### config.mk
export PLATFORM = sky130hd
export DESIGN_NAME = serial_adder
export DESIGN_NICKNAME = d
export VERILOG_FILES = /design/src/rtl/serial_adder.sv
export SDC_FILE = /design/constraint.sdc
export NUM_CORES = 1
export LEC_CHECK = 0
export CAP_MARGIN = 0
export CORE_MARGIN = 10
export CORE_UTILIZATION = 44
export DETAILED_ROUTE_END_ITERATION = 8
export PLACE_DENSITY_LB_ADDON = 0.12
export REMOVE_ABC_BUFFERS = 1
export SETUP_SLACK_MARGIN = 0.05
export SYNTH_ARGS = -nofsm -noshare
export SYNTH_HDL_FRONTEND = slang
export SYNTH_SLANG_ARGS = --single-unit
### constraint.sdc
create_clock -name clk -period 2.7 [get_ports clk]
set_input_delay 0.27 -clock clk [delete_from_list [all_inputs] [get_ports clk]]
set_output_delay 0.27 -clock clk [all_outputs]
set_load 0.005 [all_outputs]
### src/rtl/serial_adder.sv
// serial_adder: bit-serial adder that adds two WIDTH-bit operands one bit per clock, LSB first.
// A single full adder cell is evaluated each cycle. Its carry is registered and fed back as
// the carry-in for the next bit.
//
// Ports:
//   clk    - clock; all state updates on the rising edge
//   rst_n  - asynchronous active-low reset
//   start  - begin an addition (accepted in IDLE or DONE, ignored while busy)
//   a, b   - WIDTH-bit operands, captured when start is accepted
//   cin    - carry-in, captured when start is accepted
//   busy   - high while bits are being shifted through the adder
//   done   - one-cycle pulse when sum/cout take a new value
//   sum    - registered result of the last completed addition
//   cout   - registered carry-out of the last completed addition
module serial_adder #(
  parameter int unsigned WIDTH = 8
) (
  input  logic             clk,
  input  logic             rst_n,
  input  logic             start,
  input  logic [WIDTH-1:0] a,
  input  logic [WIDTH-1:0] b,
  input  logic             cin,
  output logic             busy,
  output logic             done,
  output logic [WIDTH-1:0] sum,
  output logic             cout
);

  // Counter must hold 0..WIDTH-1; keep at least one bit for WIDTH = 1.
  localparam int unsigned CntW = (WIDTH > 1) ? $clog2(WIDTH) : 1;
  localparam logic [CntW-1:0] CntLast = CntW'(WIDTH - 1);

  typedef enum logic [1:0] {
    StIdle,
    StShift,
    StDone
  } state_e;

  state_e           state_q, state_d;
  logic [WIDTH-1:0] sa_q, sa_d;
  logic [WIDTH-1:0] sb_q, sb_d;
  logic [WIDTH-1:0] ps_q, ps_d;
  logic [WIDTH-1:0] sum_q, sum_d;
  logic             c_q, c_d;
  logic             cout_q, cout_d;
  logic [CntW-1:0]  cnt_q, cnt_d;

  // Full adder cell on the current LSBs and the fed-back carry.
  logic fa_s, fa_c;
  assign fa_s = sa_q[0] ^ sb_q[0] ^ c_q;
  assign fa_c = (sa_q[0] & sb_q[0]) | (c_q & (sa_q[0] ^ sb_q[0]));

  // Partial sum with the new bit entering at the MSB; after WIDTH shifts the LSB sits at bit 0.
  logic [WIDTH-1:0] ps_next;
  if (WIDTH == 1) begin : g_ps_w1
    assign ps_next = fa_s;
  end else begin : g_ps_wn
    assign ps_next = {fa_s, ps_q[WIDTH-1:1]};
  end

  always_comb begin
    state_d = state_q;
    sa_d    = sa_q;
    sb_d    = sb_q;
    ps_d    = ps_q;
    sum_d   = sum_q;
    c_d     = c_q;
    cout_d  = cout_q;
    cnt_d   = cnt_q;

    case (state_q)
      StIdle: begin
        if (start) begin
          sa_d    = a;
          sb_d    = b;
          c_d     = cin;
          cnt_d   = '0;
          ps_d    = '0;
          state_d = StShift;
        end
      end
      StShift: begin
        ps_d  = ps_next;
        sa_d  = sa_q >> 1;
        sb_d  = sb_q >> 1;
        c_d   = fa_c;
        cnt_d = cnt_q + CntW'(1);
        if (cnt_q == CntLast) begin
          state_d = StDone;
          sum_d   = ps_next;
          cout_d  = fa_c;
        end
      end
      StDone: begin
        // Back-to-back: a start in DONE is captured exactly like one in IDLE.
        if (start) begin
          sa_d    = a;
          sb_d    = b;
          c_d     = cin;
          cnt_d   = '0;
          ps_d    = '0;
          state_d = StShift;
        end else begin
          state_d = StIdle;
        end
      end
      default: state_d = StIdle;
    endcase
  end

  always_ff @(posedge clk or negedge rst_n) begin
    if (!rst_n) begin
      state_q <= StIdle;
      sa_q    <= '0;
      sb_q    <= '0;
      ps_q    <= '0;
      sum_q   <= '0;
      c_q     <= 1'b0;
      cout_q  <= 1'b0;
      cnt_q   <= '0;
    end else begin
      state_q <= state_d;
      sa_q    <= sa_d;
      sb_q    <= sb_d;
      ps_q    <= ps_d;
      sum_q   <= sum_d;
      c_q     <= c_d;
      cout_q  <= cout_d;
      cnt_q   <= cnt_d;
    end
  end

  assign busy = (state_q == StShift);
  assign done = (state_q == StDone);
  assign sum  = sum_q;
  assign cout = cout_q;

endmodule
==> flow_metrics.py, run 1 <==
metrics = {
    "clock_network": {
        "cts_num_sinks": 38,
        "clkTransAtPathRegs_ns": 0.08,
        "cts-root-buf": "clkbuf_8",
        "cts_hold_buf": 0,
        "cts_tree": "built",
        "post-cts-setup-buffers": 0,
        "clock_latency_ns": 0.29,
        "cts_made_buffers": 5,
        "cts_resized": 0,
        "htree_num_levels": 2,
        "cts_buffer_depth": 2,
    },
    "final_layout": {
        "num-nets-final": 195,
        "fill_cells": 344,
        "area_growth_pct": 20.8,
        "layout_common_cells": "51 x mux2i_1, 38 x dfrtp_1, 29 x clkdlybuf4s50_1",
        "layout-drive-gt1-share": 0.173,
        "diodes": 0,
        "final_common_cell": "mux2i_1",
    },
    "sta": {
        "max-slew-margin-rel": 0.428,
        "worst_slack_ns": 0.712,
        "skew_ns": 0.00483,
        "grt_setup_unrepaired": "false",
        "hold_viol_final": 0,
        "period_share": 0.736,
        "tns_ns": 0,
        "whs_ns": 0.0881,
        "clock.fmax_ghz": 0.503,
        "finalMaxSlewViolations": 0,
        "setup_viol": 0,
        "worst_pin_slew_ns": 0.858,
        "fin_crit_ns": 1.99,
    },
    "critical_path": {
        "cp_max_fo": 14,
        "cp.arrival_ns": 1.72,
        "start_kind": "register",
        "crit_type": "register to output pin",
        "critPathCaptureType": "output pin",
        "critPathRequiredTime_ns": 2.43,
    },
    "logic_synthesis": {
        "yosysWarnings": 0,
        "postSynthCellCount": 142,
        "yosys_register_bits": 38,
        "synthesis.area_um2": 1990,
        "yosysSeqAreaShare": 0.478,
        "yosysUniqueCellTypes": 21,
        "synth_area_per_cell_um2": 14.0,
    },
    "run_status": {
        "status": "finished, final reports clean",
    },
    "place": {
        "dp_hpwl_um": 2650,
        "pre_cts_slack_ns": 0.836,
        "port_buffers": 30,
        "place_congestion": 0.725,
    },
    "global_route": {
        "grt_pass1_wl_um": 6460,
        "antenna_found_initial": 0,
        "grt_pass1_vias": 1301,
        "gr-total-overflow": 0,
        "grt_max_degree": 39,
        "grt_usage": 0.105,
    },
    "floorplan": {
        "die_x_um": 87.3,
        "die_h_um": 87.3,
        "dieArea_um2": 7610,
        "core_um2": 4350,
        "ios": 31,
        "num_rows": 24,
        "start_util": 0.457,
    },
    "routing": {
        "vias_per_cell": 5.32,
        "firstDrtPassIters": 4,
        "detail-route-antenna-nets": 0,
        "avgRoutedWirePerCell_um": 16.8,
        "vias": 1198,
        "drt_iter0_markers": 88,
        "drc": 0,
        "routed_wl_um": 3790,
    },
    "power_and_ir_drop": {
        "power.share.sequential": 0.418,
        "finalPower_mw": 2.40,
        "ir_drop_mv": 0.363,
        "pwr-share-comb": 0.380,
        "pwr-share-clk": 0.202,
        "p_switching_uw": 744,
        "p_leak_nw": 1.16,
        "p_int_mw": 1.66,
        "p_per_area_nw_per_um2": 998,
        "swShare": 0.310,
    },
    "worst_hold_path": {
        "hp-class": "input pin to async pin",
    },
    "run": {
        "cap_violations": 0,
    },
}
[sequential cells by signal, summed over array words and instances (netlist names)]
name	cells
c_q	1
cnt_q	3
cout	1
ps_q	7
sa_q	8
sb_q	8
state_q	2
sum	8
[stage by stage]
stage	instances	util	instance area, um^2
after floorplan	131	-	1890
after global placement	217	0.526	2290
after detailed placement	217	0.526	2290
after CTS	225	0.552	2400
after global routing	225	0.552	2400
final	225	0.552	2400
[worst paths after layout]
check                          end  slack [ns]  cells past startpoint       start
setup / recovery              done        0.71                      3  state_q[1]
hold / removal              sum[2]        0.09                      1       rst_n
setup reg to reg            sum[0]        0.91                      4    cnt_q[0]
hold reg to reg             sum[4]        0.51                      1      sum[4]
max in group asynchronous  sa_q[4]        2.07                      1       rst_n
min in group clk            sum[4]        0.51                      1      sum[4]
[cell families (layout without fill, tap and decap cells)]
logic type	after synthesis	after routing	share of synthesized area
AOI/OAI and AO/OA	10	10	0.0396
xor gates and xnor gates	1	1	0.00440
adders and majority gates	3	3	0.0226
buffers and inverters	12	43	0.0534
DFF	38	38	0.478
muxes	68	68	0.373
and+or+nand+nor	10	10	0.0289
[critical path, stage by stage (launching register included)]
cell and delay, ns:
dfrtp_1 0.47, buf_4 0.29, nor2b_1 0.16, clkdlybuf4s50_1 0.51
[cells in the mapped netlist, drive strengths merged]
master  number  share of area
nand3b       1         0.0038
nor2b        2         0.0063
xnor2        1         0.0044
nand3        2         0.0050
nor3b        1         0.0038
mux2        17           0.12
dfrtp       38           0.48
nand2b       2         0.0063
buf         11          0.052
a21o         1         0.0038
a22o         7          0.031
o21ai        2         0.0050
nor2         2         0.0038
mux2i       51           0.26
fa           1          0.010
inv          1         0.0019
ha           2          0.013
[routing by layer]
layer | vias up | GRT usage | share of wire
met5 | - | 0 | 0
met4 | 0 | 0.0348 | 0.0048
met3 | 2 | 0.0384 | 0.060
met2 | 27 | 0.163 | 0.49
met1 | 603 | 0.131 | 0.44
li1 | 566 | - | -
[area by class of cell]
class | count | area [um^2] | area share
Multi-Input combinational cell | 92 | 933 | 0.388
Timing Repair Buffer | 34 | 338 | 0.140
Tap cell | 52 | 65.1 | 0.0271
Sequential cell | 38 | 951 | 0.395
Inverter | 1 | 3.75 | 0.00156
Clock buffer | 5 | 68.8 | 0.0286
Clock inverter | 3 | 45.0 | 0.0187
[power by group through the flow]
| stage | clock network (mW) | registers (mW) | logic (mW) |
|---|---|---|---|
| final | 0.485 | 1.00 | 0.912 |
| after CTS | 0.500 | 1.00 | 0.930 |
| after global routing | 0.525 | 1.04 | 1.00 |
| after floorplan | 0 | 1.02 | 0.577 |
| after detailed placement | 0 | 1.01 | 0.927 |
| after global placement | 0 | 0.996 | 0.892 |
Power figures use the tool's default switching activity.
==> run 2, diff against run 1 <==
clock period = 2 ns   (was 2.7 ns; I/O delays follow)
==> flow_metrics.py, run 2 (synthesis results as in run 1) <==
metrics = {
    "clock_network": {
        "cts_hold_buf": 0,
        "cts_buffer_depth": 2,
        "htree_num_levels": 2,
        "cts_resized": 0,
        "post-cts-setup-buffers": 0,
        "cts_num_sinks": 38,
        "cts_tree": "built",
        "clock_latency_ns": 0.30,
        "cts-root-buf": "clkbuf_8",
        "clkTransAtPathRegs_ns": 0.08,
        "cts_made_buffers": 5,
    },
    "floorplan": {
        "die_x_um": 87.3,
        "die_h_um": 87.3,
        "num_rows": 24,
        "dieArea_um2": 7610,
        "start_util": 0.457,
        "ios": 31,
        "core_um2": 4350,
    },
    "place": {
        "pre_cts_slack_ns": 0.437,
        "dp_hpwl_um": 2540,
        "place_congestion": 0.721,
        "placed_area_um2": 2300,
        "port_buffers": 30,
        "place_inst": 220,
    },
    "critical_path": {
        "cp-startpoint": "state_q[0]",
        "cp_max_fo": 11,
        "cpPeakStageDelay_ns": 0.59,
        "reg2reg_from": "state_q[1]",
        "critPathRequiredTime_ns": 1.80,
        "path_delay_family": "flip-flops",
        "start_kind": "register",
        "crit_type": "register to output pin",
        "crit_path_cell_trace": "nor2b_1 -> clkdlybuf4s50_1",
        "crit_buf_inv": 1,
        "cp.arrival_ns": 1.59,
        "cp_slowest_cell": "dfrtp_1",
        "critPathCaptureType": "output pin",
    },
    "final_layout": {
        "num-nets-final": 198,
        "layout_common_cells": "51 x mux2i_1, 38 x dfrtp_1, 29 x clkdlybuf4s50_1",
        "layout-drive-gt1-share": 0.188,
        "area_growth_pct": 20.4,
        "diodes": 0,
        "fill_cells": 377,
        "finish.utilization": 0.550,
        "final_cells": 228,
        "final_common_cell": "mux2i_1",
        "finish.instance_area_um2": 2400,
    },
    "routing": {
        "vias_per_cell": 5.26,
        "drc": 0,
        "firstDrtPassIters": 4,
        "routed_wl_um": 3600,
        "drt_iter0_markers": 45,
        "vias": 1199,
        "detail-route-antenna-nets": 0,
        "avgRoutedWirePerCell_um": 15.8,
    },
    "global_route": {
        "antenna_found_initial": 0,
        "grt_pass1_vias": 1337,
        "grt_max_degree": 39,
        "grt_usage": 0.101,
        "gr-total-overflow": 0,
        "grt_pass1_wl_um": 6130,
    },
    "power_and_ir_drop": {
        "p_per_area_nw_per_um2": 1310,
        "p_int_mw": 2.15,
        "p_switching_uw": 980,
        "pwr-share-comb": 0.391,
        "finalPower_mw": 3.13,
        "p_leak_nw": 1.17,
        "swShare": 0.313,
        "pwr-share-clk": 0.179,
        "power.share.sequential": 0.431,
        "ir_drop_mv": 0.462,
    },
    "sta": {
        "worst_pin_slew_ns": 0.855,
        "clock.fmax_ghz": 0.560,
        "max-slew-margin-rel": 0.430,
        "hold_viol_final": 0,
        "skew_ns": 0.00617,
        "fin_crit_ns": 1.79,
        "setup_viol": 0,
        "finalMaxSlewViolations": 0,
        "grt_setup_unrepaired": "false",
        "worst_slack_ns": 0.213,
        "period_share": 0.893,
    },
    "worst_hold_path": {
        "hp-class": "input pin to async pin",
    },
    "run_status": {
        "status": "finished, final reports clean",
    },
    "run": {
        "cap_violations": 0,
    },
}
run 2: changes by cell type in the layout (fill, tap and decap cells not counted):
cell,change
buf_4,+4
buf_12,-1
bufinv_16,-1
clkbuf_8,+1
clkinv_2,+1
clkinvlp_4,-1
run 2: worst reg2reg max path, stage by stage, from the launching register on:
cell and delay, ns:
dfrtp_1 0.56, buf_4 0.31, mux2_2 0.36, a22o_1 0.23
run 2: power by group through the flow:
| stage | Sequential, mW | Clock, mW | Combinational [mW] |
|---|---|---|---|
| 6_report | 1.35 | 0.560 | 1.22 |
| 5_1_grt | 1.40 | 0.608 | 1.36 |
| 4_1_cts | 1.35 | 0.579 | 1.25 |
| 3_5_place_dp | 1.37 | 0 | 1.25 |
| 3_3_place_gp | 1.35 | 0 | 1.21 |
| 2_1_floorplan | 1.38 | 0 | 0.779 |
run 2: worst paths after layout:
path / slack (ns) / to / cells past startpoint
max in group asynchronous: 1.45 / sb_q[0] / 1
hold / removal: 0.002 / ps_q[2] / 1
setup / recovery: 0.21 / busy / 2
hold reg to reg: 0.51 / sum[2] / 1
min in group clk: 0.51 / sum[2] / 1
setup reg to reg: 0.44 / cnt_q[2] / 3
run 2: metrics by stage:
step	TNS [ns]	hold WS (ns)
final	0	0.00214
after detailed placement	0	0.363
after global routing	0	0.0659
after global placement	0	0.357
after floorplan	-1.80	-0.0956
after CTS	0	0.0379
run 2: metal layers:
layer | up-vias | wire length [um] | track usage
li1 | 576 | - | -
met1 | 592 | 1580 | 0.113
met2 | 26 | 1710 | 0.167
met3 | 5 | 253 | 0.0403
met4 | 0 | 52 | 0.0406
met5 | - | 0 | 0
run 2: layout make-up:
cell class | instances | area, um^2 | share of cell area
tap | 52 | 65.1 | 0.0272
inverter | 1 | 3.75 | 0.00157
sequential | 38 | 951 | 0.397
timing repair buffer | 37 | 348 | 0.145
clock inverter | 2 | 12.5 | 0.00522
multi-input combinational | 92 | 933 | 0.390
clock buffer | 6 | 82.6 | 0.0345
==> run 3, diff against run 2 <==
--- a/config.mk
+++ b/config.mk
@@ -12,3 +12,2 @@
 export PLACE_DENSITY_LB_ADDON = 0.12
-export REMOVE_ABC_BUFFERS = 1
 export SETUP_SLACK_MARGIN = 0.05
--- a/constraint.sdc
+++ b/constraint.sdc
@@ -3,2 +3,2 @@
 set_output_delay 0.2 -clock clk [all_outputs]
-set_load 0.005 [all_outputs]
+set_load 0.05 [all_outputs]
==> flow_metrics.py, run 3 (synthesis results as in run 1) <==
metrics = {
    "power_and_ir_drop": {
        "power.share.sequential": 0.375,
        "p_leak_nw": 1.19,
        "pwr-share-comb": 0.447,
        "ir_drop_mv": 0.579,
        "pwr-share-clk": 0.178,
        "p_per_area_nw_per_um2": 1470,
        "p_int_mw": 2.27,
        "swShare": 0.364,
        "p_switching_mw": 1.30,
    },
    "sta": {
        "setup_viol": 0,
        "finalMaxSlewViolations": 0,
        "max-slew-margin-rel": 0.431,
        "hold_viol_final": 0,
        "worst_pin_slew_ns": 0.854,
        "clock.fmax_ghz": 0.599,
        "period_share": 0.835,
        "tns_ns": 0,
        "fin_crit_ns": 1.67,
        "skew_ns": 0.00844,
        "worst_slack_ns": 0.331,
        "grt_setup_unrepaired": "false",
    },
    "clock_network": {
        "clkTransAtPathRegs_ns": 0.08,
        "post-cts-setup-buffers": 0,
        "cts_made_buffers": 5,
        "cts-root-buf": "clkbuf_8",
        "cts_num_sinks": 38,
        "htree_num_levels": 2,
        "cts_resized": 0,
        "cts_hold_buf": 0,
        "clock_latency_ns": 0.29,
        "cts_buffer_depth": 2,
        "cts_tree": "built",
    },
    "critical_path": {
        "critPathRequiredTime_ns": 1.80,
        "cp_max_fo": 2,
        "cpPeakStageDelay_ns": 0.82,
        "cp-startpoint": "sum[7]",
        "cp.arrival_ns": 1.47,
        "crit_type": "register to output pin",
        "reg2reg_setup_slack_ns": 0.44,
        "start_kind": "register",
        "crit_path_cell_trace": "clkdlybuf4s50_1",
        "cp_slowest_cell": "clkdlybuf4s50_1",
        "crit_buf_inv": 1,
        "path_delay_family": "buffers and inverters",
        "critPathCaptureType": "output pin",
        "reg2reg_from": "cnt_q[0]",
    },
    "worst_hold_path": {
        "hp-class": "input pin to async pin",
    },
    "floorplan": {
        "ios": 31,
        "num_rows": 24,
        "die_h_um": 87.3,
        "start_util": 0.457,
        "core_um2": 4350,
        "die_x_um": 87.3,
        "dieArea_um2": 7610,
    },
    "place": {
        "place_congestion": 0.721,
        "placed_area_um2": 2330,
        "pre_cts_slack_ns": 0.434,
        "port_buffers": 30,
        "dp_hpwl_um": 2830,
    },
    "final_layout": {
        "layout_common_cells": "51 x mux2i_1, 38 x dfrtp_1, 27 x clkdlybuf4s50_1",
        "num-nets-final": 199,
        "area_growth_pct": 22.4,
        "layout-drive-gt1-share": 0.203,
        "fill_cells": 367,
        "final_common_cell": "mux2i_1",
        "finish.instance_area_um2": 2440,
        "diodes": 0,
    },
    "routing": {
        "vias_per_cell": 5.42,
        "drt_iter0_markers": 57,
        "drc": 0,
        "routed_wl_um": 3830,
        "detail-route-antenna-nets": 0,
        "vias": 1242,
        "avgRoutedWirePerCell_um": 16.7,
        "firstDrtPassIters": 4,
    },
    "global_route": {
        "grt_pass1_vias": 1409,
        "grt_max_degree": 39,
        "grt_pass1_wl_um": 6710,
        "antenna_found_initial": 0,
        "grt_usage": 0.109,
        "gr-total-overflow": 0,
    },
    "run": {
        "cap_violations": 0,
    },
    "run_status": {
        "status": "finished, final reports clean",
    },
    "logic_synthesis": {
        "syn_nets": 165,
    },
}
run 3: cell types whose count changed in the layout (fill, tap and decap cells not counted), sizes merged:
cell | before | now
bufinv | 0 | 1
clkdlybuf4s50 | 29 | 27
clkbuf | 6 | 5
buf | 8 | 11
clkinv | 1 | 2
clkinvlp | 1 | 0
run 3: worst reg2reg max path: stages (launching register included):
cell      delay [ns]
dfrtp_1         0.41
ha_1            0.21
ha_1            0.20
nand3b_1        0.09
buf_4           0.22
mux2_4          0.32
run 3: power by group through the flow:
| stage | Clock (mW) | Sequential (mW) | Combinational, mW |
|---|---|---|---|
| after global routing | 0.689 | 1.40 | 1.73 |
| after CTS | 0.656 | 1.34 | 1.63 |
| after floorplan | 0 | 1.54 | 0.996 |
| final | 0.637 | 1.34 | 1.60 |
| after detailed placement | 0 | 1.36 | 1.63 |
| after global placement | 0 | 1.33 | 1.57 |
run 3: layout make-up:
cell class,count,area (um^2),area share
flip-flops and latches,38,951,0.390
clock inverters,3,40.0,0.0164
multi-input cells,92,933,0.383
well taps,52,65.1,0.0267
inverters,1,3.75,0.00154
clock buffers,5,68.8,0.0282
repair buffers,38,375,0.154
run 3: metal layers:
| layer | vias up | track usage | wire (um) |
|---|---|---|---|
| met1 | 623 | 0.127 | 1650 |
| met2 | 25 | 0.179 | 1890 |
| li1 | 585 | - | - |
| met3 | 9 | 0.0346 | 218 |
| met5 | - | 0 | 0 |
| met4 | 0 | 0.0449 | 75 |
run 3: final timing paths:
| check | cells past startpoint | endpoint |
|---|---|---|
| min in group clk | 1 | sum[3] |
| min | 1 | sum[0] |
| min reg2reg | 1 | sum[3] |
| max reg2reg | 5 | sum[4] |
| max | 1 | sum[7] |
| max in group asynchronous | 1 | sb_q[5] |
run 3: through the flow:
step | util | total power, mW | instances | hold slack, ns
after floorplan | - | 2.54 | 142 | -0.0956
after global placement | 0.535 | 2.90 | 221 | 0.357
after detailed placement | 0.535 | 2.99 | 221 | 0.369
after CTS | 0.560 | 3.63 | 229 | 0.0483
after global routing | 0.560 | 3.82 | 229 | 0.0786
final | 0.560 | 3.58 | 229 | 0.0178
